===== src/rtl/fir_coeff_ctrl.sv =====
// Shadow/active coefficient banks for one FIR filter, with a
// stall-swap-flush sequence so no output mixes two coefficient sets.
module fir_coeff_ctrl #(
    parameter int DATA_WIDTH = 24,
    parameter int FIR_DEPTH  = 16,
    parameter int ADDR_WIDTH = $clog2(FIR_DEPTH)
) (
    input  logic                            i_clk,
    input  logic                            i_rst,
    input  logic                            i_wr_en,
    input  logic [ADDR_WIDTH-1:0]           iv_wr_addr,
    input  logic [DATA_WIDTH-1:0]           iv_wr_data,
    input  logic                            i_commit,
    output logic                            o_busy,
    input  logic [DATA_WIDTH-1:0]           iv_din,
    input  logic                            i_din_valid,
    output logic                            o_din_ready,
    output logic [DATA_WIDTH-1:0]           ov_fir_din,
    output logic                            o_fir_din_valid,
    output logic [FIR_DEPTH*DATA_WIDTH-1:0] ov_weights,
    input  logic                            i_fir_dout_valid,
    output logic                            o_dout_valid
);

    localparam int CNT_W = $clog2(FIR_DEPTH + 1);

    typedef enum logic [1:0] {
        IDLE  = 2'd0,
        SWAP  = 2'd1,
        FLUSH = 2'd2
    } state_t;

    state_t                          state;
    state_t                          state_d;
    logic                            pending;
    logic [CNT_W-1:0]                cnt;
    logic                            m1;
    logic                            m2;
    logic [FIR_DEPTH*DATA_WIDTH-1:0] shadow;

    always_comb begin
        state_d = state;
        unique case (state)
            IDLE:    if (i_commit || pending) state_d = SWAP;
            SWAP:    state_d = FLUSH;
            FLUSH:   if (cnt == '0) state_d = IDLE;
            default: state_d = IDLE;
        endcase
    end

    assign o_din_ready  = (state == IDLE);
    assign o_busy       = (state != IDLE) || pending;
    assign o_dout_valid = i_fir_dout_valid & ~m2;

    always_ff @(posedge i_clk or posedge i_rst) begin
        if (i_rst) begin
            state   <= IDLE;
            pending <= 1'b0;
            cnt     <= '0;
        end else begin
            state <= state_d;
            if (state == IDLE && state_d == SWAP)
                pending <= 1'b0;
            else if (i_commit && state != IDLE)
                pending <= 1'b1;
            if (state == SWAP)
                cnt <= CNT_W'(FIR_DEPTH - 1);
            else if (state == FLUSH && cnt != '0)
                cnt <= cnt - 1'b1;
        end
    end

    // Shadow takes writes in any state; active copies it only on SWAP exit,
    // so a write landing on that same edge stays in the shadow bank.
    always_ff @(posedge i_clk or posedge i_rst) begin
        if (i_rst) begin
            shadow     <= '0;
            ov_weights <= '0;
        end else begin
            for (int k = 0; k < FIR_DEPTH; k++) begin
                if (i_wr_en && int'(iv_wr_addr) == k)
                    shadow[k*DATA_WIDTH +: DATA_WIDTH] <= iv_wr_data;
            end
            if (state == SWAP)
                ov_weights <= shadow;
        end
    end

    always_ff @(posedge i_clk or posedge i_rst) begin
        if (i_rst) begin
            ov_fir_din      <= '0;
            o_fir_din_valid <= 1'b0;
            m1              <= 1'b0;
            m2              <= 1'b0;
        end else begin
            m1 <= (state == FLUSH);
            m2 <= m1;
            unique case (state)
                IDLE: begin
                    ov_fir_din      <= iv_din;
                    o_fir_din_valid <= i_din_valid & o_din_ready;
                end
                FLUSH: begin
                    ov_fir_din      <= '0;
                    o_fir_din_valid <= 1'b1;
                end
                default: begin
                    ov_fir_din      <= '0;
                    o_fir_din_valid <= 1'b0;
                end
            endcase
        end
    end

endmodule


===== config.mk =====
export PLATFORM = sky130hd
export DESIGN_NAME = fir_coeff_ctrl
export DESIGN_NICKNAME = d
export VERILOG_FILES = /design/src/rtl/fir_coeff_ctrl.sv
export SDC_FILE = /design/constraint.sdc
export NUM_CORES = 2
export LEC_CHECK = 0
export ABC_AREA = 0
export CORE_MARGIN = 2
export CORE_UTILIZATION = 58
export DETAILED_ROUTE_END_ITERATION = 7
export PLACE_DENSITY = 0.9
export SETUP_SLACK_MARGIN = 0.05
export SLEW_MARGIN = 20
export SYNTH_ARGS = -nofsm -noshare
export SYNTH_HDL_FRONTEND = slang
export SYNTH_SLANG_ARGS = --single-unit

===== constraint.sdc =====
create_clock -name i_clk -period 74.6 [get_ports i_clk]
set_clock_uncertainty 0.1 [all_clocks]
set_input_delay 7.46 -clock i_clk [delete_from_list [all_inputs] [get_ports i_clk]]
set_output_delay 7.46 -clock i_clk [all_outputs]
set_load 0.05 [all_outputs]

### Word level (Yosys, flattened, before mapping)

Cells that the tools add are included.

* add/sub/neg operators: 1
* $mul: 0
* div/mod/pow operators: 0
* magnitude comparators: 0
* equal/unequal tests: 18
* shift-type cells: 0
* muxes and demuxes: 9
* bitwise operators: 3
* reduce and logical (&&, ||, !) cells: 28

Operator list (number)
* 4-bit equality test, second input constant: 8
* 24-bit 2-to-1 mux: 1
* 1-bit logical AND: 19
* 4-bit by 3-bit equality test with 1-bit output, second input constant: 4
* 5-bit 2-to-1 mux: 2
* 4-bit by 2-bit equality test with 1-bit output, second input constant: 2
* 2-bit case mux with 3 select lines: 1
* 2-bit nonzero test: 3
* 5-bit logical NOT: 1
* 5-bit nonzero test: 1
* 5-bit by 1-bit subtractor with 5-bit output, second input constant: 1
* 2-bit by 1-bit equality test with 1-bit output, second input constant: 2
* 4-bit by 1-bit equality test with 1-bit output, second input constant: 1
* 4-bit logical NOT: 1
* 2-bit 2-to-1 mux: 2
* 1-bit AND: 2
* 2-bit equality test, second input constant: 1
* 2-bit logical NOT: 1
* 1-bit logical OR: 2
* 1-bit 2-to-1 mux: 2
* 1-bit case mux with 2 select lines: 1
* 1-bit NOT: 1

* register bits: 803
* latch bits: 0
* memory bits (writable): 0
* bits in read-only memories: 0
* input port bits: 58
* output and inout bits: 412
* word-level logic and storage cells: 83
* memories: 0

### Depth between registers and ports, before layout

* word-level depth: 6
* gate-level depth with buffers: 7
* gate-level depth less buffers: 5

### Least setup slack after synthesis

Ideal clock, no wire load.

* kind: input to output
* start: input i_fir_dout_valid
* end: output o_dout_valid
* data arrival time: 8.167 ns
* required time: 67.040 ns
* path slack: 58.873 ns
* stages: 1
* cells stage by stage: nor2b_1

* cells in the longest elaborated chain, start to end: 1

RTL lines
* from (decl): RTL line 21 `input logic i_fir_dout_valid,`
* 1-bit AND: RTL line 53 `assign o_dout_valid = i_fir_dout_valid & ~m2;`
* to (decl): RTL line 22 `output logic o_dout_valid`

Every way passes these cells.

### Worst setup path after layout

Same ends and word-level chain as after synthesis.

==> results.cfg <==
[sta]
fin_crit_sh = 0.220
fin_crit_ns = 16.42
worst_pin_slew_ns = 1.15
finalHoldViolCount = 0
relSlewSlack = 0.229
finalSetupTns_ns = 0
setup_viol = 0
fmax_mhz = 60.9
rsz0062_at_grt = false
finalMaxSlewViolations = 0

[grt]
gr-total-overflow = 0
grt_pass1_wl_um = 132000
grt_max_degree = 251
antenna_found_initial = 13
grt_pass1_vias = 22353
gr-usage-all-layers = 0.331

[placement]
post_dp_cell_area_um2 = 35200
dp_hpwl_um = 50500
globalplace.congestion = 0.810
place_inst = 3613
numPortBuffers = 469

[yosys]
synth_area_leader_cell = dfrtp_1
synth_area_leaders = dfrtp_1 (67%), nand2_1 (15%), mux2_2 (12%)
syn_nets = 2632
ys_seq_area_frac = 0.673
synthCells = 2573
synth_top_cell_area_share = 0.673
synthDistinctLibCells = 26
yosysWarnings = 0
synth_area_um2 = 29900
avgSynthCellArea_um2 = 11.6
ys_seq_elements = 803

[clock_tree]
cts-buffers-inserted = 78
clock_latency_ns = 0.62
ctsResizeCount = 0
cts_max_level = 3
post_cts.repair.setup_buffers = 0
cts_tree = done
numClockSinks = 803
path_clk_slew_ns = 0.07
ctsHoldBuffers = 0
clockRootBuffer = clkbuf_16
clk_path_buf_depth = 3

[route]
wl_um = 87800
via_count = 21557
ant_nets = 0
wire_per_inst_um = 23.3
drt_iter0_drc = 2263
vias_per_cell = 5.73
drc = 0
drt-pass1-iter-count = 6

[worst_setup_path]
crit_required_ns = 67.04
path_class = in -> out
path_max_fanout = 1
worstSetupStartpointType = input port
endpoint_kind = primary output
cp.arrival_ns = 8.86

[status]
status = complete, no violations

[power_and_ir_drop]
p_leak_uw = 0.0185
ir_worst_vdd_mv = 0.0347
p_per_area_nw_per_um2 = 48.8

[min_path]
hp-class = reg -> reg

[floorplanning]
die_y_um = 231
die_w_um = 231
core_um2 = 51100
die_area_um2 = 53300
rows = 83
io_pins = 470
initial_core_util = 0.585

[finish]
layout.nets = 3074
drive_above_1_share = 0.167
stdcell_count = 3763
syn_to_final_growth_pct = 27.0
design_area_um2 = 37900

[job]
cap_violations = 0
==> metal layers <==
metal | up-vias | share of wire | track usage
met4 | 2 | 0.060 | 0.194
met2 | 1216 | 0.49 | 0.538
met3 | 300 | 0.084 | 0.0652
li1 | 9045 | - | -
met5 | - | 0.00015 | 0
met1 | 10994 | 0.37 | 0.415
==> cells in the final DEF, fill, tap and decap left out, types with 12 or more instances in the layout <==
master           synthesis  final
clkbuf_16                0     81
mux2_2                 319    319
nand2_1               1156   1156
buf_4                    0     38
mux2_1                  65     65
clkdlybuf4s50_1          0    464
clkinv_2                 0     12
clkbuf_8                 0     18
dfrtp_1                803    803
and2_1                  24     24
clkbuf_1                71     13
==> flip-flops by register name (all words and copies together), names as in the netlist <==
| register | flops |
|---|---|
| m2 | 1 |
| ov_fir_din | 24 |
| ov_weights | 384 |
| shadow | 384 |
| o_fir_din_valid | 1 |
| cnt | 5 |
| state | 2 |
| pending | 1 |
| m1 | 1 |
==> synthesized netlist by cell type <==
cell      instances
nor3b_2           1
o311ai_0          1
and3_1            1
mux2_1           65
nand3b_1          3
a31oi_1           1
nor2b_1           4
ha_1              1
o211ai_1          2
clkbuf_1         71
mux2_2          319
o21ai_0           2
nor3_1            1
o41ai_1           1
nor2_1           19
nand2b_1          4
nand3_1           1
buf_2            71
inv_1             4
nand2_1        1156
or3_1             5
dfrtp_1         803
and2_1           24
or2_2             1
buf_1            10
mux2i_1           2
==> cell type report <==
type / instances / area [um^2]
Sequential cell: 803 / 20100
Antenna cell: 7 / 17.5
Clock inverter: 29 / 395
Clock buffer: 112 / 2320
Timing Repair Buffer: 514 / 5090
Inverter: 4 / 22.5
Fill cell: 2978 / 13200
Multi-Input combinational cell: 1614 / 9150
Tap cell: 680 / 851
==> path summary, 6_finish.rpt <==
path	start	to	slack (ns)	depth (start not counted)
max	i_fir_dout_valid	o_dout_valid	58.18	3
min	m1	m2	0.28	0
min reg2reg	m1	m2	0.28	0
max in group asynchronous	i_rst	ov_weights[291]	63.08	7
min in group asynchronous	i_rst	ov_fir_din[8]	7.15	2
max reg2reg	state[0]	ov_weights[324]	71.33	5
==> logic make-up (layout without fill, tap and decap cells) <==
group	Yosys count	count (layout)	synth area share
adders and majority gates	1	1	0.000419
AOI/OAI and AO/OA	7	7	0.00163
and+or+nand+nor	1220	1220	0.157
muxes	386	386	0.145
other	0	7	0
buffers and inverters	156	659	0.0226
DFF	803	803	0.673
==> worst max-delay path: stages <==
cell and delay, ns:
clkdlybuf4s50_1 0.44, nor2b_1 0.14, clkdlybuf4s50_1 0.81
==> per-stage QoR <==
| stage | hold slack (ns) | setup WS (ns) | utilization | total power [uW] |
|---|---|---|---|---|
| after floorplan | 0.231 | 44.49 | - | 1150 |
| after global placement | 0.239 | 58.16 | 0.688 | 1390 |
| after CTS | 0.297 | 58.17 | 0.741 | 1850 |
| final | 0.285 | 58.18 | 0.743 | 1850 |
| after detailed placement | 0.237 | 58.18 | 0.688 | 1420 |
| after global routing | 0.296 | 58.12 | 0.743 | 1920 |
==> where the power goes <==
| part | total [uW] | internal (uW) | leakage (uW) | switching [uW] |
|---|---|---|---|---|
| Sequential | 677 | 576 | 0.0101 | 101 |
| Combinational | 758 | 234 | 0.00707 | 524 |
| Clock | 418 | 248 | 0.00134 | 170 |
| Total | 1850 | 1060 | 0.0185 | 795 |
No activity file was read; power rests on OpenSTA's default activity.
